`src/rtl/player_motion_controller_if.sv`:
```
// Interface bundling the frame/control inputs and sprite-state outputs
// of the player motion controller: master drives controls, slave is the controller.
interface player_motion_controller_if #(
    parameter int COORD_W = 11,
    parameter int SPD_W   = 3
);
    logic                      frame_start;
    logic                      left_pressed;
    logic                      right_pressed;
    logic                      gas_pressed;
    logic                      collision;
    logic [0:4][0:COORD_W-1]   player_state;
    logic [SPD_W-1:0]          speed;
    logic                      dying;
    logic                      invulnerable;

    modport master (
        output frame_start, left_pressed, right_pressed, gas_pressed, collision,
        input  player_state, speed, dying, invulnerable
    );

    modport slave (
        input  frame_start, left_pressed, right_pressed, gas_pressed, collision,
        output player_state, speed, dying, invulnerable
    );
endinterface

```
`src/rtl/player_motion_controller.sv`:
```
// Per-frame player car motion, speed and death/respawn sequencing.
// Ports: clk, resetN (async low); bus (slave): frame_start, left/right/gas_pressed,
// collision in; player_state {img,x,y,w,h}, speed, dying, invulnerable out.
// Option macro PLAYER_RESPAWN_BLINK_EN: adds blinking invulnerable RESPAWN state.
module player_motion_controller #(
    parameter int COORD_W        = 11,
    parameter int X_MIN          = 242,
    parameter int X_MAX          = 484,
    parameter int X_START        = 256,
    parameter int Y_START        = 380,
    parameter int CAR_W          = 32,
    parameter int CAR_H          = 36,
    parameter int DEATH_W        = 64,
    parameter int DEATH_H        = 64,
    parameter int DEATH_IMG_BASE = 99,
    parameter int DEATH_FRAMES   = 12,
    parameter int FRAMES_PER_IMG = 16,
    parameter int MAX_SPEED      = 7,
    parameter int ACCEL_DIV      = 8,
    parameter int RESPAWN_FRAMES = 120
) (
    input  logic clk,
    input  logic resetN,
    player_motion_controller_if.slave bus
);
    localparam int SPD_W     = $clog2(MAX_SPEED + 1);
    localparam int DEATH_LEN = DEATH_FRAMES * FRAMES_PER_IMG;
    localparam int ANIM_W    = (DEATH_LEN > 1) ? $clog2(DEATH_LEN) : 1;
    localparam int ACC_W     = (ACCEL_DIV > 1) ? $clog2(ACCEL_DIV) : 1;

    typedef logic [COORD_W-1:0] coord_t;
    typedef logic [COORD_W:0]   coord_e_t;
    typedef logic [SPD_W-1:0]   spd_t;
    typedef logic [ACC_W-1:0]   acc_t;
    typedef logic [ANIM_W-1:0]  anim_t;

    localparam coord_t   XMIN_C    = coord_t'(X_MIN);
    localparam coord_e_t XMAX_C    = coord_e_t'(X_MAX);
    localparam coord_e_t CARW_E    = coord_e_t'(CAR_W);
    localparam coord_t   XSTART_C  = coord_t'(X_START);
    localparam coord_t   CARW_C    = coord_t'(CAR_W);
    localparam coord_t   CARH_C    = coord_t'(CAR_H);
    localparam coord_t   DW_C      = coord_t'(DEATH_W);
    localparam coord_t   DH_C      = coord_t'(DEATH_H);
    localparam coord_t   DBASE_C   = coord_t'(DEATH_IMG_BASE);
    localparam spd_t     SPDMAX_C  = spd_t'(MAX_SPEED);
    localparam acc_t     ACCLAST_C = acc_t'(ACCEL_DIV - 1);
    localparam anim_t    ANIMLAST_C = anim_t'(DEATH_LEN - 1);

    typedef enum logic [1:0] {ST_ALIVE, ST_DYING, ST_RESPAWN} state_e;

    state_e state_q;
    coord_t x_q, img_q, w_q, h_q;
    spd_t   spd_q;
    acc_t   acc_q;
    anim_t  anim_q;
    logic   coll_q;
    logic   dying_q;

    logic     steer_r, steer_l, wall_hit;
    coord_e_t x_end;
    coord_t   x_d, img_anim;
    spd_t     spd_d;
    acc_t     acc_d;
    anim_t    anim_d;

    assign steer_r  = bus.right_pressed & ~bus.left_pressed;
    assign steer_l  = bus.left_pressed & ~bus.right_pressed;
    // One extra bit so x+CAR_W never wraps.
    assign x_end    = {1'b0, x_q} + CARW_E;
    assign wall_hit = (steer_r && x_end == XMAX_C) || (steer_l && x_q == XMIN_C);
    assign anim_d   = anim_q + anim_t'(1);
    assign img_anim = coord_t'(DEATH_IMG_BASE + int'(anim_d) / FRAMES_PER_IMG);

    // Move and speed step shared by ALIVE and RESPAWN.
    always_comb begin
        x_d   = x_q;
        spd_d = spd_q;
        acc_d = acc_q + acc_t'(1);
        if (steer_r && x_end < XMAX_C) begin
            x_d = x_q + coord_t'(1);
        end else if (steer_l && x_q > XMIN_C) begin
            x_d = x_q - coord_t'(1);
        end
        if (acc_q == ACCLAST_C) begin
            acc_d = '0;
            if (bus.gas_pressed && spd_q < SPDMAX_C) begin
                spd_d = spd_q + spd_t'(1);
            end else if (!bus.gas_pressed && spd_q != '0) begin
                spd_d = spd_q - spd_t'(1);
            end
        end
    end

`ifdef PLAYER_RESPAWN_BLINK_EN
    localparam int RESP_W = ($clog2(RESPAWN_FRAMES) > 4) ? $clog2(RESPAWN_FRAMES) : 4;
    typedef logic [RESP_W-1:0] resp_t;
    localparam resp_t RESPLAST_C = resp_t'(RESPAWN_FRAMES - 1);
    resp_t resp_q, resp_d;
    logic  inv_q;
    assign resp_d = resp_q + resp_t'(1);
`endif

    always_ff @(posedge clk or negedge resetN) begin
        if (!resetN) begin
            state_q <= ST_ALIVE;
            x_q     <= XSTART_C;
            img_q   <= '0;
            w_q     <= CARW_C;
            h_q     <= CARH_C;
            spd_q   <= '0;
            acc_q   <= '0;
            anim_q  <= '0;
            coll_q  <= 1'b0;
            dying_q <= 1'b0;
`ifdef PLAYER_RESPAWN_BLINK_EN
            resp_q  <= '0;
            inv_q   <= 1'b0;
`endif
        end else if (!bus.frame_start) begin
            if (state_q == ST_ALIVE && bus.collision) coll_q <= 1'b1;
        end else begin
            unique case (state_q)
                ST_ALIVE, ST_RESPAWN: begin
                    if (wall_hit || (state_q == ST_ALIVE && coll_q)) begin
                        state_q <= ST_DYING;
                        dying_q <= 1'b1;
                        anim_q  <= '0;
                        spd_q   <= '0;
                        acc_q   <= '0;
                        coll_q  <= 1'b0;
                        img_q   <= DBASE_C;
                        w_q     <= DW_C;
                        h_q     <= DH_C;
`ifdef PLAYER_RESPAWN_BLINK_EN
                        inv_q   <= 1'b0;
                        resp_q  <= '0;
`endif
                    end else begin
                        x_q    <= x_d;
                        spd_q  <= spd_d;
                        acc_q  <= acc_d;
                        // A collision on the frame_start cycle itself is kept for next frame.
                        coll_q <= (state_q == ST_ALIVE) && bus.collision;
`ifdef PLAYER_RESPAWN_BLINK_EN
                        if (state_q == ST_RESPAWN) begin
                            if (resp_q == RESPLAST_C) begin
                                state_q <= ST_ALIVE;
                                inv_q   <= 1'b0;
                                resp_q  <= '0;
                                img_q   <= '0;
                            end else begin
                                resp_q <= resp_d;
                                // Odd 8-frame periods show the transparent image.
                                img_q  <= resp_d[3] ? '1 : '0;
                            end
                        end
`endif
                    end
                end
                ST_DYING: begin
                    if (anim_q == ANIMLAST_C) begin
                        x_q     <= XSTART_C;
                        img_q   <= '0;
                        w_q     <= CARW_C;
                        h_q     <= CARH_C;
                        anim_q  <= '0;
                        dying_q <= 1'b0;
`ifdef PLAYER_RESPAWN_BLINK_EN
                        state_q <= ST_RESPAWN;
                        inv_q   <= 1'b1;
                        resp_q  <= '0;
`else
                        state_q <= ST_ALIVE;
`endif
                    end else begin
                        anim_q <= anim_d;
                        img_q  <= img_anim;
                    end
                end
                default: state_q <= ST_ALIVE;
            endcase
        end
    end

    assign bus.player_state[0] = img_q;
    assign bus.player_state[1] = x_q;
    assign bus.player_state[2] = coord_t'(Y_START);
    assign bus.player_state[3] = w_q;
    assign bus.player_state[4] = h_q;
    assign bus.speed           = spd_q;
    assign bus.dying           = dying_q;
`ifdef PLAYER_RESPAWN_BLINK_EN
    assign bus.invulnerable    = inv_q;
`else
    // No RESPAWN state here; the compare only keeps RESPAWN_FRAMES referenced.
    assign bus.invulnerable    = 1'b0 & (RESPAWN_FRAMES < 0);
`endif
endmodule
```
`src/flat_wrapper.sv`:
```
// flat-port wrapper written by rule: the top's interface ports become plain ports
module player_motion_controller_flat 
#(
    parameter int COORD_W        = 11,
    parameter int X_MIN          = 242,
    parameter int X_MAX          = 484,
    parameter int X_START        = 256,
    parameter int Y_START        = 380,
    parameter int CAR_W          = 32,
    parameter int CAR_H          = 36,
    parameter int DEATH_W        = 64,
    parameter int DEATH_H        = 64,
    parameter int DEATH_IMG_BASE = 99,
    parameter int DEATH_FRAMES   = 12,
    parameter int FRAMES_PER_IMG = 16,
    parameter int MAX_SPEED      = 7,
    parameter int ACCEL_DIV      = 8,
    parameter int RESPAWN_FRAMES = 120
)
  (clk, resetN, bus_frame_start, bus_left_pressed, bus_right_pressed, bus_gas_pressed, bus_collision, bus_player_state, bus_speed, bus_dying, bus_invulnerable);
  player_motion_controller_if #(.COORD_W(COORD_W)) bus_i ();
  input  logic clk;
  input  logic resetN;
  input wire logic [$bits(bus_i.frame_start)-1:0] bus_frame_start;
  input wire logic [$bits(bus_i.left_pressed)-1:0] bus_left_pressed;
  input wire logic [$bits(bus_i.right_pressed)-1:0] bus_right_pressed;
  input wire logic [$bits(bus_i.gas_pressed)-1:0] bus_gas_pressed;
  input wire logic [$bits(bus_i.collision)-1:0] bus_collision;
  output wire logic [$bits(bus_i.player_state)-1:0] bus_player_state;
  output wire logic [$bits(bus_i.speed)-1:0] bus_speed;
  output wire logic [$bits(bus_i.dying)-1:0] bus_dying;
  output wire logic [$bits(bus_i.invulnerable)-1:0] bus_invulnerable;
  assign bus_i.frame_start = bus_frame_start;
  assign bus_i.left_pressed = bus_left_pressed;
  assign bus_i.right_pressed = bus_right_pressed;
  assign bus_i.gas_pressed = bus_gas_pressed;
  assign bus_i.collision = bus_collision;
  assign bus_player_state = bus_i.player_state;
  assign bus_speed = bus_i.speed;
  assign bus_dying = bus_i.dying;
  assign bus_invulnerable = bus_i.invulnerable;
  player_motion_controller #(.COORD_W(COORD_W), .X_MIN(X_MIN), .X_MAX(X_MAX), .X_START(X_START), .Y_START(Y_START), .CAR_W(CAR_W), .CAR_H(CAR_H), .DEATH_W(DEATH_W), .DEATH_H(DEATH_H), .DEATH_IMG_BASE(DEATH_IMG_BASE), .DEATH_FRAMES(DEATH_FRAMES), .FRAMES_PER_IMG(FRAMES_PER_IMG), .MAX_SPEED(MAX_SPEED), .ACCEL_DIV(ACCEL_DIV), .RESPAWN_FRAMES(RESPAWN_FRAMES)) u_core (.clk(clk), .resetN(resetN), .bus(bus_i));
endmodule
```
`config.mk`:
```
export PLATFORM = sky130hd
export DESIGN_NAME = player_motion_controller_flat
export DESIGN_NICKNAME = d
export VERILOG_FILES = /design/src/rtl/player_motion_controller_if.sv /design/src/rtl/player_motion_controller.sv /design/src/flat_wrapper.sv
export SDC_FILE = /design/constraint.sdc
export NUM_CORES = 1
export LEC_CHECK = 0
export CAP_MARGIN = 20
export CORE_ASPECT_RATIO = 0.75
export CORE_MARGIN = 2
export CORE_UTILIZATION = 46
export DETAILED_ROUTE_END_ITERATION = 8
export DONT_BUFFER_PORTS = 1
export GPL_ROUTABILITY_DRIVEN = 0
export PLACE_DENSITY = 0.65
export SYNTH_ARGS = -nofsm -noshare
export SYNTH_HDL_FRONTEND = slang
export SYNTH_SLANG_ARGS = --single-unit
```
`constraint.sdc`:
```
create_clock -name clk -period 3.2 [get_ports clk]
set_input_delay 0.16 -clock clk [delete_from_list [all_inputs] [get_ports clk]]
set_output_delay 0.16 -clock clk [all_outputs]
set_load 0.01 [all_outputs]
```
==> results.cfg, run 1 <==
[run]
maxCapViolCount = 0

[timing]
max_slew_margin_pct = 63.6
max_freq_mhz = 325
tightestPinTransition_ps = 542
hold_slack_ps = 23.2
finalHoldViolCount = 0
setup_viol = 0
period_minus_slack_ps = 3070
clock-skew-final_ps = 5.49
min_period_over_period_pct = 96.1
drv_slew = 0
postLayoutSetupSlackWorst_ps = 125

[min_path]
hold_path.class = input pin to register

[clocking]
clk_pin_slew_ps = 70
root_buffer = clkbuf_8
htreeDepth = 2
clock_path_buffers = 2
cts_tree = done
clock-sinks = 34
clk_latency_ps = 280
numCtsBuffers = 5

[yosys]
synth_ff_type = dfrtp_1
syn_avg_cell_area_um2 = 8.94
ys_types = 50
syn_area_mm2 = 0.00245
ys_seq_area_share_pct = 34.8
synth_edf_count = 0
ys_warn_count = 0
ys_async_sr_fraction_pct = 100
ys_ff_latch = 34
synth_cells = 274

[setup_path]
crit_type = register to register
path_max_fanout = 5
end_kind = register
start_kind = register
critPathArrivalTime_ps = 3240
cp_data_required_time_ps = 3360

[finish]
mostFrequentLayoutCells = nand2_1 (37), conb_1 (33), dfrtp_1 (32), buf_4 (18), a21oi_1 (17)
layout-drive-gt1-share_pct = 15.2
final_cells = 362
layout-area-overhead-vs-synth_pct = 11.2
final_common_cell = nand2_1
final_nets = 313
utilization_pct = 54.4
n_antenna_cell = 0

[grt]
grt_pass1_vias = 1654
grt_max_degree = 35
grt_usage_pct = 17.6
antenna_found_initial = 0
grt.overflow.total = 0
grt_pass1_wl_um = 8050

[pwr]
switching_power_mw = 1.17
cellPowerDensity_mw_per_mm2 = 1020
p_seq_share_pct = 29.7
vdd_drop_max_uv = 591
combPwrFrac_pct = 53.1
pwr-share-clk_pct = 17.2
p_leak_nw = 1.26
internal_power_mw = 1.60
swShare_pct = 42.3
power.total_mw = 2.77

[route]
drtIter0Drc = 126
wire_per_inst_um = 14.2
num_vias = 1861
drc = 0
ant_nets = 0
via_per_inst = 5.14
firstDrtPassIters = 4
wl_um = 5160

[die]
dieHeight_um = 67.2
num_rows = 22
core_mm2 = 0.00501
dieWidth_um = 88.3
ioPinCount = 67
start_util_pct = 48.9
die_area_mm2 = 0.00593

[placement]
dp.cells = 344
dp_hpwl_um = 3660
io_buffers = 0
dp_worst_setup_slack_ps = 21.7

[outcome]
outcome = finished, final reports clean
[layout make-up]
cell class / count / area [um^2]
Timing Repair Buffer: 20 / 165
Multi-Input combinational cell: 219 / 1440
Timing Repair inverter: 1 / 7.51
Inverter: 8 / 32.5
Fill cell: 481 / 2290
Tap cell: 72 / 90.1
Clock inverter: 3 / 68.8
Clock buffer: 5 / 68.8
Sequential cell: 34 / 853
[routing by layer]
metal,vias up,routed length (um),part of all wire [%],GRT usage [%]
met1,884,2610,51,25.0
li1,924,-,-,-
met3,2,335,6.5,5.75
met4,0,13,0.25,3.60
met2,51,2200,43,26.3
met5,-,0,0,0
[stage by stage]
step,setup TNS [ps],instance area [um^2]
3_5_place_dp,0,2430
5_1_grt,-29.1,2720
6_report,0,2720
4_1_cts,0,2590
3_3_place_gp,0,2430
2_1_floorplan,0,2570
[logic make-up after synthesis]
kind of cell | share of synthesized area, %
simple gates | 16.4
compound gates | 16.8
buf+inv | 13.9
flops | 34.8
fa+ha+maj | 9.30
xor+xnor | 5.36
mux | 3.12
other cells | 0.307
[power by group through the flow]
stage / combinational (mW) / sequential [mW] / clock (mW)
floorplan: 1.00 / 0.815 / 0
global placement: 1.26 / 0.821 / 0
detailed placement: 1.27 / 0.822 / 0
CTS: 1.29 / 0.817 / 0.488
global route: 1.63 / 0.851 / 0.507
finish: 1.47 / 0.821 / 0.477
[cells in the mapped netlist (all sizes together) (5+ instances only)]
cell	count	area, um^2
nand3	11	55.1
ha	15	188
xnor2	5	43.8
mux2i	5	50.1
xor2	10	87.6
buf	41	300
nand2	37	139
dfrtp	32	801
and3	5	31.3
a21oi	18	90.1
nor2	10	37.5
inv	8	30.0
o21ai	18	90.1
[flip-flops by register name (all words and copies together) (netlist names)]
register / cells
u_core.x_q: 11
u_core.coll_q: 1
u_core.acc_q: 3
u_core.bus.dying: 1
u_core.anim_q: 8
u_core.bus.speed: 3
u_core.img_q: 6
u_core.h_q: 1
[timing repair]
| action | CTS | global route |
|---|---|---|
| hold endpoints to repair | 34 | 0 |
| setup endpoints to repair | 0 | 1 |
| setup buffers | 0 | 7 |
| hold buffers | 2 | 0 |
| resized for setup | 0 | 13 |
[worst paths after layout]
| check | startpoint | end | slack [ps] | cells past startpoint |
|---|---|---|---|---|
| hold / removal | bus_collision | u_core.coll_q | 20 | 2 |
| hold reg to reg | u_core.acc_q[2] | u_core.acc_q[2] | 500 | 2 |
| setup / recovery | u_core.x_q[6] | u_core.x_q[7] | 130 | 13 |
| min in group asynchronous | resetN | u_core.anim_q[0] | 320 | 2 |
| setup reg to reg | u_core.x_q[6] | u_core.x_q[7] | 130 | 13 |
| max in group asynchronous | resetN | u_core.x_q[8] | 2630 | 2 |
[worst max-delay path, cell delays in order, from the launching register on]
cell and delay (ps):
dfrtp_1 440, ha_2 230, xnor2_1 170, nor3_2 90, a211oi_4 350, clkinvlp_4 220, buf_4 170, ha_1 320
a21oi_1 190, o211ai_1 140, o31a_1 360, xor2_1 160, nand2_1 70, o21ai_0 60
Note: power is estimated with default switching activity, not from simulation.
==> run 2: changes to the inputs <==
- ABC_AREA: not set -> 1
- CORE_UTILIZATION: 46 -> 58
- PLACE_DENSITY: 0.65 -> 0.78
==> results.cfg, run 2 <==
[die]
dieHeight_um = 64.1
ioPinCount = 67
start_util_pct = 61.4
num_rows = 21
die_area_mm2 = 0.00539
dieWidth_um = 84.1
core_mm2 = 0.00455

[yosys]
synth_ff_type = dfrtp_1
synth_edf_count = 0
synth-compound-area-share_pct = 8.11
syn_avg_cell_area_um2 = 7.19
yosysMostFrequentCell = nand2_1
synthTopCellsByArea = dfrtp_1 (29%), nand2_1 (13%), buf_4 (10%), ha_1 (6.7%), nand3_1 (5.7%)
netlist_top_cells_count = nand2_1 (99), inv_1 (42), buf_4 (38)
ys_types = 36
ys_async_sr_fraction_pct = 100
yosys.area.top_type = dfrtp_1
muxShareOfSynthArea_pct = 0.359
syn_area_mm2 = 0.00279
netlist.area_leader.share_pct = 28.7
ys_warn_count = 0
ys_seq_area_share_pct = 30.6
synth-simple-area-share_pct = 31.5
synth_cells = 388
synth_top_family_by_area = simple AND/OR/NAND/NOR gates
ys_ff_latch = 34
yosys.area_share.adder_pct = 8.16
synth_xor_area_share_pct = 3.14

[grt]
grt_pass1_vias = 2189
antenna_found_initial = 0
grt_usage_pct = 24.3
grt_max_degree = 35
grt_pass1_wl_um = 10400
grt.overflow.total = 0

[timing]
min_period_over_period_pct = 90.8
drv_slew = 0
rsz0062_at_grt = no
setup_viol = 0
setup_tns_ps = 0
max_slew_margin_pct = 56.8
max_freq_mhz = 344
clock-skew-final_ps = 3.64
finalHoldViolCount = 0
tightestPinTransition_ps = 648
period_minus_slack_ps = 2910

[clocking]
clk_pin_slew_ps = 70
numCtsBuffers = 5
root_buffer = clkbuf_8
cts_tree = done
clock_path_buffers = 2
clock-sinks = 34
htreeDepth = 2
clk_latency_ps = 280

[route]
via_per_inst = 5.34
ant_nets = 0
drc = 0
drtIter0Drc = 168
num_vias = 2375
wl_um = 6020
wire_per_inst_um = 13.5
firstDrtPassIters = 4

[finish]
mostFrequentLayoutCells = nand2_1 (99), inv_1 (42), conb_1 (33), nand3_1 (32), nor2_1 (31)
final_nets = 411
reg.largest.list = u_core.x_q x11, u_core.anim_q x8, u_core.img_q x6
stdcell_area_mm2 = 0.00279
final_common_cell = nand2_1
largest_reg_flops = 11
regMostFlops = u_core.x_q
layout-drive-gt1-share_pct = 10.3
n_antenna_cell = 0
layout-area-overhead-vs-synth_pct = -0.0447

[setup_path]
cp_data_required_time_ps = 3380
critPathArrivalTime_ps = 3080
path_max_fanout = 15
end_kind = register
crit_type = register to register
start_kind = register

[placement]
dp_hpwl_um = 4680
io_buffers = 0
placed_area_mm2 = 0.00267

[outcome]
outcome = finished, final reports clean

[pwr]
p_leak_nw = 1.46
cellPowerDensity_mw_per_mm2 = 450
vdd_drop_max_uv = 197

[run]
maxCapViolCount = 0

[min_path]
hold_path.class = input pin to register
==> run 2: cell count changes after synthesis, sizes merged, moves of 5 or more <==
cell	change
o21ai	-5
xnor2	-5
nand4	+11
a21oi	-5
nand2	+70
nand3	+23
and3	-5
inv	+42
nor2	+27
==> run 2: path summary, 6_finish.rpt <==
path	start	end	slack, ps	cells past startpoint
max	u_core.x_q[5]	u_core.x_q[10]	290	15
min	bus_frame_start	u_core.anim_q[1]	20	2
max reg2reg	u_core.x_q[5]	u_core.x_q[10]	290	15
min reg2reg	u_core.acc_q[0]	u_core.acc_q[0]	500	1
max in group asynchronous	resetN	u_core.h_q[5]	2620	2
min in group asynchronous	resetN	u_core.x_q[4]	320	2
==> run 2: final cells by class <==
cell class / count / area [um^2]
clock buffer: 7 / 86.3
inverter: 50 / 188
sequential: 34 / 856
clock inverter: 1 / 5.00
fill: 392 / 1760
tap: 57 / 71.3
multi-input combinational: 294 / 1550
timing repair buffer: 2 / 30.0
==> run 2: report_power, final <==
part | switching, mW | total (mW) | internal, mW
Clock | 0.155 | 0.329 | 0.174
Sequential | 0.0814 | 0.578 | 0.496
Combinational | 0.225 | 0.350 | 0.126
==> run 2: timing repair <==
action                                  in CTS  in global routing
setup buffers                                0                  0
hold buffers                                 2                  0
gates resized for setup                      0                  2
endpoints found under the setup margin       0                  4
endpoints found under the hold margin       34                  0
==> run 2: logic make-up (layout without fill, tap and decap cells) <==
kind of cell               Yosys count  in the layout
muxes                                1              1
other                                2             33
buffers and inverters               91             60
and+or+nand+nor                    195            195
xor gates and xnor gates            10             10
adders and majority gates           17             17
AOI/OAI and AO/OA                   38             38
DFF                                 34             34
==> run 2: metal layers <==
layer / wire (um) / track usage, % / vias to the layer above
met2: 2560 / 36.9 / 94
met3: 568 / 6.20 / 6
met4: 48 / 5.65 / 0
met5: 0 / 0 / -
met1: 2850 / 35.0 / 1106
li1: - / - / 1169
==> run 2: critical path: stages, from the launching register on <==
cell	delay, ps
dfrtp_2	490
ha_1	280
nand2_2	90
nor2_1	50
nand2_1	90
nand4_1	80
nor2_1	190
nand2_2	250
ha_1	430
inv_1	80
nor3_1	270
o21ai_0	140
nand3_1	120
nand3_1	80
nand3_1	100
nand2_1	50
==> run 2: stage by stage <==
stage / total power, mW / cells / setup slack (ps) / hold slack [ps] / utilization (%)
CTS: 1.26 / 445 / 241 / 19.5 / 61.3
floorplan: 0.880 / 419 / 656 / -136 / -
global placement: 0.906 / 435 / 368 / -135 / 58.7
detailed placement: 0.919 / 435 / 247 / -135 / 58.7
finish: 1.26 / 445 / 295 / 20.3 / 61.4
global route: 1.35 / 445 / 14.3 / 16.7 / 61.4
==> run 3: changes to the inputs <==
- ABC_AREA: 1 -> not set
- CORE_UTILIZATION: 58 -> 57
- PLACE_DENSITY: 0.78 -> 0.77
==> results.cfg, run 3 (synthesis gave the netlist of run 1 again) <==
[finish]
stdcell_area_mm2 = 0.00266
largest_reg_flops = 11
layout-drive-gt1-share_pct = 15.2
regMostFlops = u_core.x_q
n_antenna_cell = 0
mostFrequentLayoutCells = nand2_1 (37), conb_1 (33), dfrtp_1 (32), buf_4 (18), a21oi_1 (17)
final_nets = 313
final_common_cell = nand2_1
utilization_pct = 65.2
layout-area-overhead-vs-synth_pct = 8.58
reg.largest.list = u_core.x_q x11, u_core.anim_q x8, u_core.img_q x6

[min_path]
worstHoldPathCells = 2
hold_path.class = input pin to register
hold_end = u_core.coll_q
min_from = bus_collision

[setup_path]
max_stage_delay_ps = 390
r2r_slack_ps = 160
reg2reg_from = u_core.x_q[6]
path_delay_family = compound AO/OA/AOI/OAI gates
crit_top_cell = buf_4
start_kind = register
cp_data_required_time_ps = 3350
critPathArrivalTime_ps = 3190
path_max_fanout = 5
ff2ff_path_depth = 13
end_kind = register
crit_buf_inv = 3
crit_chain = buf_4 -> a21boi_1 -> a41oi_2 -> a211oi_4 -> clkinvlp_4 -> buf_4 -> ha_1 -> a21oi_1 -> o211ai_1 -> o31a_1 -> xor2_1 -> nand2_1 -> o21ai_0
critPathSlowestCell = dfrtp_1
crit_type = register to register
worstReg2RegEnd = u_core.x_q[7]

[clocking]
root_buffer = clkbuf_8
clock-sinks = 34
htreeDepth = 2
clk_pin_slew_ps = 70
clk_latency_ps = 280
clock_path_buffers = 2
numCtsBuffers = 5
cts_tree = done

[run]
maxCapViolCount = 0

[placement]
placed_area_mm2 = 0.00241
dp_hpwl_um = 3580
io_buffers = 0

[timing]
clock-skew-final_ps = 9.16
finalHoldViolCount = 0
tightestPinTransition_ps = 562
setup_viol = 0
max_slew_margin_pct = 62.2
setup_tns_ps = 0
max_freq_mhz = 329
drv_slew = 0
period_minus_slack_ps = 3040
hold_slack_ps = 23.6
min_period_over_period_pct = 94.9

[route]
drtIter0Drc = 129
ant_nets = 0
wl_um = 5110
wire_per_inst_um = 14.8
drc = 0
firstDrtPassIters = 4
num_vias = 1901
via_per_inst = 5.51

[pwr]
p_leak_nw = 1.24
vdd_drop_max_uv = 605
cellPowerDensity_mw_per_mm2 = 982
power.total_mw = 2.61

[grt]
grt_pass1_wl_um = 8200
grt.overflow.total = 0
grt_max_degree = 35
antenna_found_initial = 0
grt_usage_pct = 22.0
grt_pass1_vias = 1725

[die]
dieHeight_um = 60.8
die_area_mm2 = 0.00484
ioPinCount = 67
dieWidth_um = 79.7
start_util_pct = 60.1
num_rows = 20
core_mm2 = 0.00408

[outcome]
outcome = finished, final reports clean
==> run 3: changes by cell type in the layout (fill, tap and decap cells not counted), sizes merged, moves of 5 or more <==
cell	delta
a21oi	+5
inv	-42
buf	+18
xnor2	+5
nand2	-70
and3	+5
nand4	-11
nor2	-27
nand3	-23
o21ai	+5
==> run 3: final cells by class <==
cell class | count | area (um^2)
repair inverters | 1 | 7.51
clock buffers | 7 | 86.3
repair buffers | 20 | 165
flip-flops and latches | 34 | 853
fillers | 337 | 1420
multi-input cells | 219 | 1440
inverters | 8 | 30.0
well taps | 55 | 68.8
clock inverters | 1 | 5.00
==> run 3: repair_timing <==
action                     CTS  global route
gates cloned                 0             1
pin swaps                    0             5
setup endpoints to repair    1             1
hold endpoints to repair    34             0
resized for setup            1            12
buffers inserted             0             6
hold buffers                 2             0
==> run 3: where the power goes <==
part / internal [mW] / switching [mW] / total [mW] / leakage [nW]
logic: 0.687 / 0.798 / 1.49 / 0.773
clock network: 0.174 / 0.153 / 0.327 / 0.0482
registers: 0.597 / 0.203 / 0.800 / 0.418
total: 1.46 / 1.15 / 2.61 / 1.24
==> run 3: how the worst max path moves through the flow <==
stage             startpoint              to  slack (ps)  cells after the start
6_report       u_core.x_q[6]   u_core.x_q[7]         160                     13
5_1_grt        u_core.x_q[6]   u_core.x_q[7]          -1                     13
4_1_cts        u_core.x_q[5]  u_core.x_q[10]          70                     12
3_5_place_dp   u_core.x_q[5]  u_core.x_q[10]         0.9                     12
3_3_place_gp   u_core.x_q[5]  u_core.x_q[10]         170                     12
2_1_floorplan  u_core.x_q[5]  u_core.x_q[10]         110                     12
==> run 3: stage by stage <==
step	setup WS (ps)	cells
finish	164	345
global route	-1.46	345
CTS	71.3	338
detailed placement	0.891	328
global placement	166	328
floorplan	112	305
==> run 3: layer usage <==
metal / vias to the layer above / part of all wire [%] / GRT usage, %
met3: 4 / 6.3 / 6.25
li1: 921 / - / -
met1: 911 / 49 / 31.7
met2: 65 / 45 / 33.0
met4: 0 / 0.53 / 5.67
met5: - / 0 / 0
